File: config.mk
export PLATFORM = sky130hd
export DESIGN_NAME = key_match_game
export DESIGN_NICKNAME = d
export VERILOG_FILES = /design/src/rtl/key_match_game.sv
export SDC_FILE = /design/constraint.sdc
export NUM_CORES = 1
export LEC_CHECK = 0
export ABC_AREA = 1
export CAP_MARGIN = 20
export CORE_ASPECT_RATIO = 0.8
export CORE_UTILIZATION = 50
export CTS_CLUSTER_DIAMETER = 30
export DETAILED_ROUTE_END_ITERATION = 10
export HOLD_SLACK_MARGIN = 0.15
export PLACE_DENSITY = 0.79
export SYNTH_ARGS = -nofsm -noshare
export SYNTH_HDL_FRONTEND = slang
export SYNTH_SLANG_ARGS = --single-unit
File: constraint.sdc
create_clock -name clock -period 2.5 [get_ports clock]
set_clock_uncertainty 0.1 [all_clocks]
set_input_delay 0.5 -clock clock [delete_from_list [all_inputs] [get_ports clock]]
set_output_delay 0.5 -clock clock [all_outputs]
set_load 0.03 [all_outputs]
File: src/rtl/key_match_game.sv
// Keypad reaction game: debounces one-hot scanner pulses into single key events
// and runs a timed "press the lit key" game for a fixed number of rounds.
module key_match_game #(
  parameter int ROUNDS  = 10,
  parameter int TIMEOUT = 50000000,
  parameter int SHOW    = 12500000,
  parameter int RELEASE = 16
) (
  input  logic        clock,
  input  logic        reset,
  input  logic        start,
  input  logic [15:0] dot,
  output logic        switch,
  output logic        finish,
  output logic [15:0] target,
  output logic [7:0]  score,
  output logic        key_valid,
  output logic [3:0]  key_code,
  output logic [2:0]  o_dbg_state
);

  localparam logic [2:0] S_IDLE = 3'd0;
  localparam logic [2:0] S_ARM  = 3'd1;
  localparam logic [2:0] S_WAIT = 3'd2;
  localparam logic [2:0] S_HIT  = 3'd3;
  localparam logic [2:0] S_MISS = 3'd4;
  localparam logic [2:0] S_DONE = 3'd5;

  localparam int              RW        = $clog2(RELEASE + 1);
  localparam logic [RW-1:0]   REL_MAX   = RW'(RELEASE);
  localparam logic [RW-1:0]   REL_LAST  = RW'(RELEASE - 1);
  localparam logic [31:0]     WAIT_LAST = 32'(TIMEOUT - 1);
  localparam logic [31:0]     SHOW_LAST = 32'(SHOW - 1);
  localparam logic [7:0]      ROUNDS_C  = 8'(ROUNDS);

  logic [2:0]    r_state;
  logic [15:0]   r_lfsr;
  logic [3:0]    r_idx;
  logic [7:0]    r_round;
  logic [31:0]   r_timer;
  logic          r_pressed;
  logic [RW-1:0] r_rel_cnt;

  logic       w_one_hot;
  logic [3:0] w_dot_idx;
  logic [3:0] w_new_idx;
  logic       w_fb;
  logic [7:0] w_round_nxt;

  always_comb begin
    w_one_hot = (dot != 16'h0000) && ((dot & (dot - 16'd1)) == 16'h0000);
    w_dot_idx = 4'd0;
    for (int i = 0; i < 16; i++) begin
      if (dot[i]) w_dot_idx = 4'(i);
    end
    // Never light the same key twice in a row; 4-bit add wraps 15 to 0.
    w_new_idx   = (r_lfsr[3:0] == r_idx) ? r_lfsr[3:0] + 4'd1 : r_lfsr[3:0];
    w_fb        = r_lfsr[0] ^ r_lfsr[2] ^ r_lfsr[3] ^ r_lfsr[5];
    w_round_nxt = r_round + 8'd1;
  end

  assign o_dbg_state = r_state;

  // key_valid is a valid-only strobe (no ready): one cycle per fresh press,
  // key_code is meaningful only while key_valid is high.
  always_ff @(posedge clock) begin
    if (!reset) begin
      r_state   <= S_IDLE;
      r_lfsr    <= 16'hACE1;
      r_idx     <= 4'd0;
      r_round   <= 8'd0;
      r_timer   <= 32'd0;
      r_pressed <= 1'b0;
      r_rel_cnt <= '0;
      switch    <= 1'b0;
      finish    <= 1'b0;
      target    <= 16'h0000;
      score     <= 8'd0;
      key_valid <= 1'b0;
      key_code  <= 4'd0;
    end else begin
      r_lfsr    <= {w_fb, r_lfsr[15:1]};
      key_valid <= 1'b0;

      // A held key pulses once per scan; only a long quiet gap re-arms it.
      if (dot == 16'h0000) begin
        if (r_rel_cnt != REL_MAX) begin
          r_rel_cnt <= r_rel_cnt + RW'(1);
          if (r_rel_cnt == REL_LAST) r_pressed <= 1'b0;
        end
      end else begin
        r_rel_cnt <= '0;
        if (w_one_hot && !r_pressed) begin
          key_valid <= 1'b1;
          key_code  <= w_dot_idx;
          r_pressed <= 1'b1;
        end
      end

      case (r_state)
        S_IDLE, S_DONE: begin
          if (start) begin
            r_state <= S_ARM;
            score   <= 8'd0;
            r_round <= 8'd0;
            finish  <= 1'b0;
            switch  <= 1'b1;
            target  <= 16'h0000;
          end
        end
        S_ARM: begin
          target  <= 16'h0001 << w_new_idx;
          r_idx   <= w_new_idx;
          r_timer <= 32'd0;
          r_state <= S_WAIT;
        end
        S_WAIT: begin
          r_timer <= r_timer + 32'd1;
          if (key_valid) begin
            r_timer <= 32'd0;
            if (key_code == r_idx) begin
              r_state <= S_HIT;
              target  <= 16'hFFFF;
              if (score != 8'hFF) score <= score + 8'd1;
            end else begin
              r_state <= S_MISS;
              target  <= 16'h0000;
            end
          end else if (r_timer == WAIT_LAST) begin
            r_timer <= 32'd0;
            r_state <= S_MISS;
            target  <= 16'h0000;
          end
        end
        S_HIT, S_MISS: begin
          r_timer <= r_timer + 32'd1;
          if (r_timer == SHOW_LAST) begin
            r_round <= w_round_nxt;
            target  <= 16'h0000;
            if (w_round_nxt == ROUNDS_C) begin
              r_state <= S_DONE;
              switch  <= 1'b0;
              finish  <= 1'b1;
            end else begin
              r_state <= S_ARM;
            end
          end
        end
        default: r_state <= S_IDLE;
      endcase
    end
  end

endmodule

==> results summary, run 1 <==
The power dissipated by switching net loads came out at 2.09 mW. The tightest min-delay check is of the reg2reg type. The unique cell type count in the Yosys netlist is 46.

The most repeated cell in the gate-level netlist after synthesis is sky130_fd_sc_hd__nand2_1. For this design the ratio of total power to cell area is 774 nW/um2. The effective utilization at floorplan came out at 52.3%.

The transition at the pin with the smallest max-transition slack is 0.469 ns. The die is 122 um wide. The cell-internal power came out at 3.17 mW.

Row generation in the floorplan step produced 34 rows. The clock sink count came out at 100. The mean post-synth cell area is 6.55 um2. The hold violation count in the final report is 0. The switching part of the total power is 39.7%. After detailed routing, the number of vias per cell comes to 5.10. Max-cap violations in this run came to 0. Setup repair after global routing left no endpoint under its margin. The total number of H-tree levels came out at 3. The first global-routing pass estimated 23200 um of wire. The top cell type by area accounts for 34.5% of the synthesized area. The sequential group share of total power is 35.6%.

The number of fill cells came out at 1013. The detailed-routing iteration count for the pre-antenna-repair pass is 4. Among all flip-flop cells after synthesis, the most frequent one is sky130_fd_sc_hd__dfxtp_1. The repair_antennas step left the layout with diodes totalling 0. Input and output buffers added on the ports amount to 52.

The worst setup path is captured at a primary output. The die is 98.4 um tall. The average detailed-routed wire length per instance came out at 12.0 um. The worst slew margin relative to its limit is 68.6%. The setup violation total in the final timing report came out at 0. The layout cell share with drive strength beyond 1 is 9.65%. The number of hold-repair buffers added at the cts stage is 0. The maximum clock path buffer count came out at 2.

The number of buffers added for setup after CTS is 0. The number of global-route vias before repair came out at 4996. The net count of the finished layout is 965.

The residual DRC count came out at 0. The detail route stage leaves a number of antenna-violating nets equal to 0. The number of buffers inserted during clock tree synthesis came out at 9. The flop and latch count out of synthesis is 100. The signal on the critical path passes through clkdlybuf4s50_1.

The cell area after synthesis is 5800 um2. The combinational group share of total power came out at 36.4%. The number of design-rule violations left by the first detailed-router iteration is 331. The kind of cell with the highest combined delay on the critical path is buffers and inverters. In the global route stage, overall resource usage came out at 23.7%. The clock network fraction of total power is 28.0%.

After clock tree synthesis, the repair step resized 0 gates. The weighted congestion reported at the end of routability-driven placement is 0.932. The initial antenna violation count is 0. During I/O placement, the number of pins put on the boundary was 53.

The area growth from synthesis to layout came out at 16.9%. The area of the die is 12000 um2. The count of buffering cells on the critical path with inverters included came out at 1. The highest net fanout along the worst path is 9.

For this run, asynchronously set or reset flops after synthesis account for 0%. The analysis attributes to cell leakage a power of 2.87 nW. The clock tree from TritonCTS is done. For this run, the share of the core covered by cells in the final layout is 61.1%. The area of the core came out at 11100 um2. The highest attainable clock frequency is 429 MHz. The run finished with clean final reports. By count the netlist is led by sky130_fd_sc_hd__nand2_1 (225), sky130_fd_sc_hd__nor2_1 (124), sky130_fd_sc_hd__inv_1 (104). The data arrival at the endpoint of the critical path is 1.73 ns. The type of the worst setup path is reg2out. Of all cell types, the one taking the most synthesized area is sky130_fd_sc_hd__dfxtp_1.

The maximum ir drop on the vdd rail came out at 652 uV. The critical-path cell with the highest stage delay is sky130_fd_sc_hd__clkdlybuf4s50_1. For the final routed database, the setup TNS stands at 0 ns.

The longest individual stage delay on the worst path came out at 0.78 ns. The total number of vias came out at 5541. The total overflow left after global routing is 0. The number of warnings reported in the yosys synthesis log came out at 0. The number of pins with negative max-slew slack in the final report is 0. Entering global routing, the biggest net connects 41 pins.

The tree is rooted in a sky130_fd_sc_hd__clkbuf_16. The placed wire-length estimate after detailed placement is 9450 um. The final critical path takes up 93.3% of the cycle. The routed wire length came out at 13100 um. The clock period minus worst slack is 2.33 ns. Ranked by total cell area, the synthesized netlist is headed by sky130_fd_sc_hd__dfxtp_1 (34%), sky130_fd_sc_hd__nand2_1 (15%), sky130_fd_sc_hd__nor2_1 (8.0%).

The net count after synthesis came out at 913. At the worst endpoint, the required time is 1.90 ns. The part of the Yosys area used for sequential elements is 34.5%.

The number of synthesized flops with an enable pin came out at 0. The clock input transition at the sequential cells of the worst setup and hold paths is 0.07 ns. The source-to-sink clock delay at the later pin of the worst-skew pair came out at 0.35 ns. The instance count of the mapped netlist came out at 886. The nature of the critical path startpoint is a flop.
## cells in the final DEF (no fill, tap or decap), drive strengths merged, types with 11 or more instances in the layout
cell type        n
a21oi           67
dfxtp          100
or2             12
inv            115
o21ai           40
nand4           21
xor2            26
clkdlybuf4s50   52
clkbuf          11
nor3            23
nand3           61
nand2          240
nor2           132
## cells by family after synthesis
kind of cell,Yosys count,share of synthesized area (%)
flip-flops,100,34.5
AND/OR/NAND/NOR,498,38.8
AO/OA/AOI/OAI,115,11.0
XOR/XNOR,28,4.23
adder cells (fa/ha/maj),8,1.72
buffers and inverters,137,9.70
## cell type report
type | count | area [um2] | area share [%]
inverter | 116 | 438 | 6.45
sequential | 100 | 2000 | 29.5
tap | 144 | 180 | 2.65
multi-input combinational | 649 | 3240 | 47.7
timing repair buffer | 62 | 608 | 8.96
clock inverter | 5 | 67.6 | 0.995
clock buffer | 11 | 253 | 3.72
## flip-flops by register name, indices dropped and copies added, names as in the netlist, 3 cells and up
name and flops:
key_code 4, r_timer 32, target 16, score 8
r_idx 4, r_round 8, r_rel_cnt 5, o_dbg_state 3
r_lfsr 16
## worst paths after layout
path                  startpoint              to  slack, ns  cells after the start
setup / recovery  o_dbg_state[2]  o_dbg_state[2]       0.17                      1
hold / removal        r_lfsr[13]      r_lfsr[12]       0.31                      2
setup reg to reg      r_timer[0]       target[3]       0.24                     12
hold reg to reg       r_lfsr[13]      r_lfsr[12]       0.31                      2
## per-stage QoR
stage	power [mW]	setup slack [ns]	instances	instance area (um2)	hold WS (ns)
5_1_grt	5.59	0.0293	1087	6790	0.326
3_3_place_gp	3.80	0.125	1071	6470	0.291
4_1_cts	5.29	0.167	1087	6790	0.313
3_5_place_dp	3.81	0.00859	1071	6470	0.297
2_1_floorplan	3.36	0.621	886	5800	0.290
6_report	5.26	0.167	1087	6790	0.312
## power groups by stage
stage,Sequential (mW),Clock (mW),Combinational [mW]
after floorplan,2.05,0,1.31
after global placement,1.90,0,1.89
after detailed placement,1.90,0,1.91
after CTS,1.87,1.49,1.92
after global routing,1.89,1.56,2.14
final,1.87,1.47,1.91
## routing by layer
metal  global-route usage, %  share of wire [%]
met1                    34.8                 51
met2                    35.1                 42
met3                    4.91                6.4
met4                    5.63               0.94
met5                       0                  0
No activity file was read; power rests on OpenSTA's default activity.
==> inputs of run 2 (changes only) <==
PLACE_DENSITY = 0.71   (was 0.79)
==> run 2 against run 1 <==
Sequential power is essentially flat. Combinational power grew 5%. Die area is the same. Critical path depth grew 1. Sequential cell count is the same. Largest cell class unchanged. Final area grew 1.5%. Sequential share of layout area shrank 0.43 points. Global-route usage grew 0.21 points. Wire length grew 5.5%. Critical endpoint unchanged. Count of clock-buffer cells in the layout shrank 1. Worst hold slack gained 0.00075 ns. Largest power group unchanged.
==> results summary, run 2 (synthesized netlist as in run 1, its figures left out) <==
The critical path is of the reg2out type. The worst slew margin relative to its limit is 58.4% (-10 points). The average vias per placed instance came to 5.07 (-0.62%). The share of the core filled with cells came out at 62.0% (+0.90 points).

The most flop-heavy register is r_timer. The maximum clock path buffer count came out at 2 (unchanged). The setup slack at placement is -0.0191 ns (-0.0277 ns). The clock sink count came out at 100 (unchanged). The endpoint of the worst hold path is r_lfsr[12]. The number of max-cap violations is 0 (unchanged). The clock period minus worst slack came out at 2.35 ns (+0.0168 ns). The startpoint identified for the worst register-to-register timing path is r_timer[0]. The floorplan die height came to 98.4 um (unchanged). TritonCTS built the clock tree. The highest attainable clock frequency is 426 MHz (-0.71%). The number of hold-repair buffers added at the cts stage came out at 0 (unchanged). The number of antenna repair diodes came out at 0 (unchanged). The startpoint identified for the worst hold timing path is r_lfsr[13]. The data arrival at the endpoint of the critical path is 1.75 ns (+0.02 ns). The root cell of the clock tree is sky130_fd_sc_hd__clkbuf_16. The number of design-rule violations left by the first detailed-router iteration came out at 344 (+3.9%). The area of the core came to 11100 um2 (unchanged). The flip-flop count of the largest register after layout is 32 (unchanged). The number of buffers inserted during clock tree synthesis came out at 9 (unchanged). The placed wire-length estimate after detailed placement came out at 9880 um (+4.6%). The flop-to-flop setup slack came to 0.23 ns (about the same). The initial antenna violation count is 0 (unchanged). The met1 routed wirelength after detailed routing came out at 7020 um (+5.2%).

The final worst hold slack came out at 0.313 ns (+0.000746 ns). The post-route clock period utilization is 94.0% (+0.67 points). The weighted congestion reported at the end of routability-driven placement is 0.967 (+3.8%). The total number of vias was 5552 (+0.20%).

The critical path goes through buf_4, clkdlybuf4s50_1. The first-pass GRT wire length came out at 23100 um (-0.12%). The average detailed-routed wire length per instance came out at 12.6 um (+4.6%).

The transition at the pin with the smallest max-transition slack came out at 0.622 ns (+0.153 ns). Broken down by cell family, the worst path's largest delay share belongs to buffers and inverters. The largest net degree at the start of global routing is 37 (-9.8%).

The detailed-routing iteration count for the pre-antenna-repair pass came out at 5 (+1). The nature of the critical path startpoint is a flop. The longest individual stage delay on the worst path came out at 0.67 ns (-0.11 ns). The number of pins with negative max-slew slack in the final report was 0 (unchanged). The critical-path cell with the highest stage delay is sky130_fd_sc_hd__clkdlybuf4s50_1. The source-to-sink clock delay at the later pin of the worst-skew pair is 0.35 ns (about the same). The layout cell share with drive strength beyond 1 is 10.7% (+1.1 points). The clock input transition at the sequential cells of the worst setup and hold paths is 0.07 ns (about the same). The port buffer count was 52 (unchanged). The data required time at the worst endpoint came out at 1.90 ns (about the same). The total instance count after detailed placement was 1079 (+0.75%). The routed wire length is 13800 um (+5.5%).

The maximum ir drop on the vdd rail is 595 uV (-8.7%). The count of pins on the block boundary is 53 (unchanged). The area growth from synthesis to layout is 18.7%. The capture instance of the worst register-to-register path is target[4]. The depth of the worst register-to-register path was 12 (unchanged). The total global routing overflow came out at 0 (unchanged). The worst setup slack after layout is 0.150 ns (-0.0168 ns). The count of buffering cells on the critical path with inverters included was 2 (+1). The hold violation count in the final report is 0 (unchanged).

The total length of routed met3 wires came out at 882 um (+5.0%). In this run the worst hold path is classified as reg2reg. The highest net fanout along the worst path came to 6 (-3). In the layout the commonest cells are sky130_fd_sc_hd__nand2_1 (225), sky130_fd_sc_hd__nor2_1 (123), sky130_fd_sc_hd__inv_1 (104).

The post-cts sizing count is 0 (unchanged). The wire length on met2 is 5750 um (+5.5%). The number of buffers added for setup after CTS is 0 (unchanged).

Setup repair after global routing left no endpoint under its margin. The power density normalized to cell area is 797 nW/um2 (+2.9%). The total number of H-tree levels was 3 (unchanged). The flow ran to the end, and the final reports show no timing, DRC or antenna violations. In the final layout, the registers with the most flip-flops are r_timer: 32 flops, r_lfsr: 16 flops, target: 16 flops. The number of nets with antenna violations after detailed routing is 0 (unchanged). The area of the die is 12000 um2 (unchanged). The final cell count without fillers is 1096 (+0.83%).

The endpoint kind of the worst setup timing path is a primary output. The uppermost layer routed is met4. The number of global-route vias before repair came out at 4948 (-0.96%). The total number of cells along the worst setup path was 2 (+1). The setup violation total in the final timing report is 0 (unchanged). The number of instances on the worst hold path came out at 2 (unchanged).

The sum of negative setup slack came to 0 ns (unchanged). The number of nets in the layout was 974 (+0.93%). The number of placement rows came to 34 (unchanged). The effective utilization at floorplan is 52.3% (unchanged). The total global routing track utilization is 23.9% (+0.21 points). The library cell used most frequently in the layout, excluding fill and tap cells, is sky130_fd_sc_hd__nand2_1. The residual DRC count is 0 (unchanged). The x dimension of the die is 122 um (unchanged). The standby leakage power came out at 2.92 nW (+2.0%).
run 2: report_power, final:
part / internal (mW) / switching (mW) / total [mW]
Clock: 1.01 / 0.622 / 1.63
Sequential: 1.74 / 0.125 / 1.86
Combinational: 0.601 / 1.40 / 2.00
Total: 3.34 / 2.15 / 5.49
run 2: layer usage:
| metal | track usage, % | vias up |
|---|---|---|
| met5 | 0 | - |
| met4 | 6.29 | 0 |
| met3 | 4.96 | 18 |
| met2 | 34.9 | 161 |
| met1 | 35.3 | 2434 |
| li1 | - | 2939 |
run 2: worst min-delay path, cell delays in order (launching register included):
cell                      delay, ns
sky130_fd_sc_hd__dfxtp_1       0.31
sky130_fd_sc_hd__nand2_1       0.04
sky130_fd_sc_hd__inv_1         0.04
run 2: stage by stage:
step                      total power, mW  cell area [um2]
after floorplan                      3.36             5800
after global placement               3.82             6530
after detailed placement             3.83             6530
after CTS                            5.47             6880
after global routing                 5.81             6890
final                                5.49             6890
run 2: how the worst max path moves through the flow:
stage,startpoint,endpoint,slack [ns]
after detailed placement,dot[1],key_code[1],-0.02
after CTS,o_dbg_state[0],r_timer[5],0.1
after global placement,dot[1],key_code[1],0.09
final,o_dbg_state[2],o_dbg_state[2],0.15
after floorplan,o_dbg_state[1],target[0],0.62
after global routing,r_timer[0],r_round[5],0.005
run 2: cell type report:
class	instances	area [um2]
clock buffer	10	239
clock inverter	6	109
fill	1030	4220
inverter	116	442
multi-input combinational	650	3250
sequential	100	2000
tap	144	180
timing repair buffer	70	668
==> inputs of run 3 (changes only) <==
CORE_MARGIN = 8   (was default)
==> run 3 against run 2 <==
First-iteration DRC count grew 17%. Core utilization shrank 3.0 points. Die area grew 27%. Global-route usage shrank 6.0 points. Sequential power is essentially flat. Setup slack gained 0.044 ns. Cell count shrank 0.27%. Register-to-register slack gained 0.02 ns. Non-clock buffer count shrank 4. Critical path depth shrank 1. Clock power shrank 23%. Fmax grew 1.9%. Critical endpoint unchanged. Highest routed layer unchanged.
==> results summary, run 3 (synthesized netlist as in run 1, its figures left out) <==
The number of fill cells is 1099 (+6.7%). The placed wire-length estimate after detailed placement came to 10100 um (+1.9%). The detailed-routing iteration count for the pre-antenna-repair pass was 5 (unchanged). The area of the core came out at 11400 um2 (+2.9%). The setup slack at placement is 0.00203 ns (+0.0212 ns). The total global routing overflow is 0 (unchanged). The root cell of the clock tree is sky130_fd_sc_hd__clkbuf_16. The clock period minus worst slack came out at 2.31 ns (-0.0439 ns).

The sum of negative setup slack came to 0 ns (unchanged). The maximum ir drop on the vdd rail is 659 uV (+11%). The number of design-rule violations left by the first detailed-router iteration came out at 401 (+17%).

The flip-flop count of the largest register after layout came out at 32 (unchanged). The layout cell share with drive strength beyond 1 was 9.84% (-0.87 points). Walking the worst path, the cells encountered are clkdlybuf4s50_1. The floorplan die height is 112 um (+14%). In the final layout, the registers with the most flip-flops are r_timer: 32 flops, r_lfsr: 16 flops, target: 16 flops. The area of the die is 15300 um2 (+27%).

The number of buffers inserted during clock tree synthesis came to 9 (unchanged). The share of the core filled with cells came to 59.0% (-3.0 points). The standby leakage power is 2.85 nW (-2.6%). TritonCTS built the clock tree. The number of pins with negative max-slew slack in the final report came out at 0 (unchanged).

The worst slew margin relative to its limit came out at 67.1% (+8.7 points). The total global routing track utilization came out at 17.9% (-6.0 points). The routed wire length came out at 13500 um (-1.9%). The count of pins on the block boundary came to 53 (unchanged).

The highest attainable clock frequency is 434 MHz (+1.9%). The clock sink count is 100 (unchanged). The initial antenna violation count came out at 0 (unchanged). The clock input transition at the sequential cells of the worst setup and hold paths is 0.06 ns (about the same). The number of max-cap violations came out at 0 (unchanged).

The worst setup slack after layout is 0.194 ns (+0.0439 ns). The setup violation total in the final timing report is 0 (unchanged). The total number of H-tree levels is 3 (unchanged). The footprint of the multi-input gates came to 3240 um2 (-0.19%). The library cell used most frequently in the layout, excluding fill and tap cells, is sky130_fd_sc_hd__nand2_1. The effective utilization at floorplan came out at 50.8% (-1.5 points).

The residual DRC count came to 0 (unchanged). The count of buffering cells on the critical path with inverters included is 1 (-1). The number of nets with antenna violations after detailed routing is 0 (unchanged). The largest individual stage delay along the critical path comes from the cell sky130_fd_sc_hd__clkdlybuf4s50_1. The number of hold-repair buffers added at the cts stage is 0 (unchanged). The number of global-route vias before repair is 4878 (-1.4%). The average vias per placed instance was 5.01 (-1.0%). The average detailed-routed wire length per instance is 12.4 um (-1.6%). The register cell area after layout came out at 2000 um2 (unchanged). The first-pass GRT wire length is 22900 um (-1.3%). The weighted congestion reported at the end of routability-driven placement is 0.911 (-5.9%). The area growth from synthesis to layout is 16.3%. The port buffer count came out at 52 (unchanged). The total number of vias came out at 5479 (-1.3%). The number of placement rows came out at 35 (+2.9%).

The hold violation count in the final report came out at 0 (unchanged). The endpoint kind of the worst setup timing path is a primary output. The data required time at the worst endpoint is 1.90 ns (about the same). The path class of the tightest hold or removal check is reg2reg.

In this design, the largest share of critical-path delay is due to buffers and inverters. The largest net degree at the start of global routing is 35 (-5.4%). Setup repair after global routing left no endpoint under its margin.

The flow ran to the end, and the final reports show no timing, DRC or antenna violations. The maximum clock path buffer count was 2 (unchanged). The power density normalized to cell area came out at 755 nW/um2 (-5.2%).

In the layout the commonest cells are sky130_fd_sc_hd__nand2_1 (225), sky130_fd_sc_hd__nor2_1 (123), sky130_fd_sc_hd__inv_1 (104). The longest individual stage delay on the worst path came out at 0.79 ns (+0.12 ns). The data arrival at the endpoint of the critical path is 1.71 ns (-0.04 ns). The transition at the pin with the smallest max-transition slack came to 0.491 ns (-0.131 ns). The x dimension of the die was 136 um (+11%). STA classifies the critical path startpoint as a flop. The number of antenna repair diodes came out at 0 (unchanged). The source-to-sink clock delay at the later pin of the worst-skew pair is 0.34 ns (about the same). The type of the worst setup path is reg2out.

The number of nets in the layout is 969 (-0.51%). The post-route clock period utilization is 92.2% (-1.8 points). The most flop-heavy register is r_timer. The highest net fanout along the worst path came out at 9 (+3).
## run 3: changes by cell type in the layout (fill, tap and decap cells not counted)
cell                        delta
sky130_fd_sc_hd__buf_4         -3
sky130_fd_sc_hd__clkbuf_8      -1
sky130_fd_sc_hd__bufinv_16     -3
sky130_fd_sc_hd__clkbuf_1      +1
sky130_fd_sc_hd__clkinv_1      +1
sky130_fd_sc_hd__nor2_2        -1
sky130_fd_sc_hd__buf_12        -1
## run 3: what timing repair did
action | 4_1_cts | 5_1_grt
setup buffers | 0 | 0
endpoints found under the setup margin | 0 | 1
gates resized for setup | 0 | 1
## run 3: layer usage
layer  global-route usage [%]  wire (um)  up-vias
met5                        0          0        -
met4                     4.60        153        0
met3                     5.09        916       17
met2                     26.0       5620      129
met1                     25.3       6860     2402
li1                         -          -     2931
## run 3: where the power goes
part / total [mW] / internal (mW) / switching, mW / leakage [nW]
registers: 1.87 / 1.74 / 0.130 / 0.813
logic: 1.98 / 0.627 / 1.35 / 1.91
clock network: 1.25 / 0.664 / 0.583 / 0.125
## run 3: per-stage QoR
stage	hold slack, ns	power (mW)	std cells	cell area [um2]
floorplan	0.290	3.36	886	5800
global placement	0.293	3.88	1079	6490
detailed placement	0.297	3.87	1079	6490
CTS	0.312	5.15	1093	6750
global route	0.320	5.43	1093	6750
finish	0.312	5.10	1093	6750
## run 3: final cells by class
| class | count | area share, % |
|---|---|---|
| clock buffers | 10 | 3.39 |
| clock inverters | 4 | 0.389 |
| inverters | 116 | 6.49 |
| multi-input cells | 649 | 48.0 |
| flip-flops and latches | 100 | 29.7 |
| well taps | 148 | 2.74 |
| repair buffers | 66 | 9.27 |
## run 3: final timing paths
check	end	depth (start not counted)	slack [ns]	from
hold / removal	r_lfsr[12]	2	0.31	r_lfsr[13]
hold reg to reg	r_lfsr[12]	2	0.31	r_lfsr[13]
setup / recovery	o_dbg_state[2]	1	0.19	o_dbg_state[2]
setup reg to reg	r_timer[9]	12	0.25	r_timer[0]
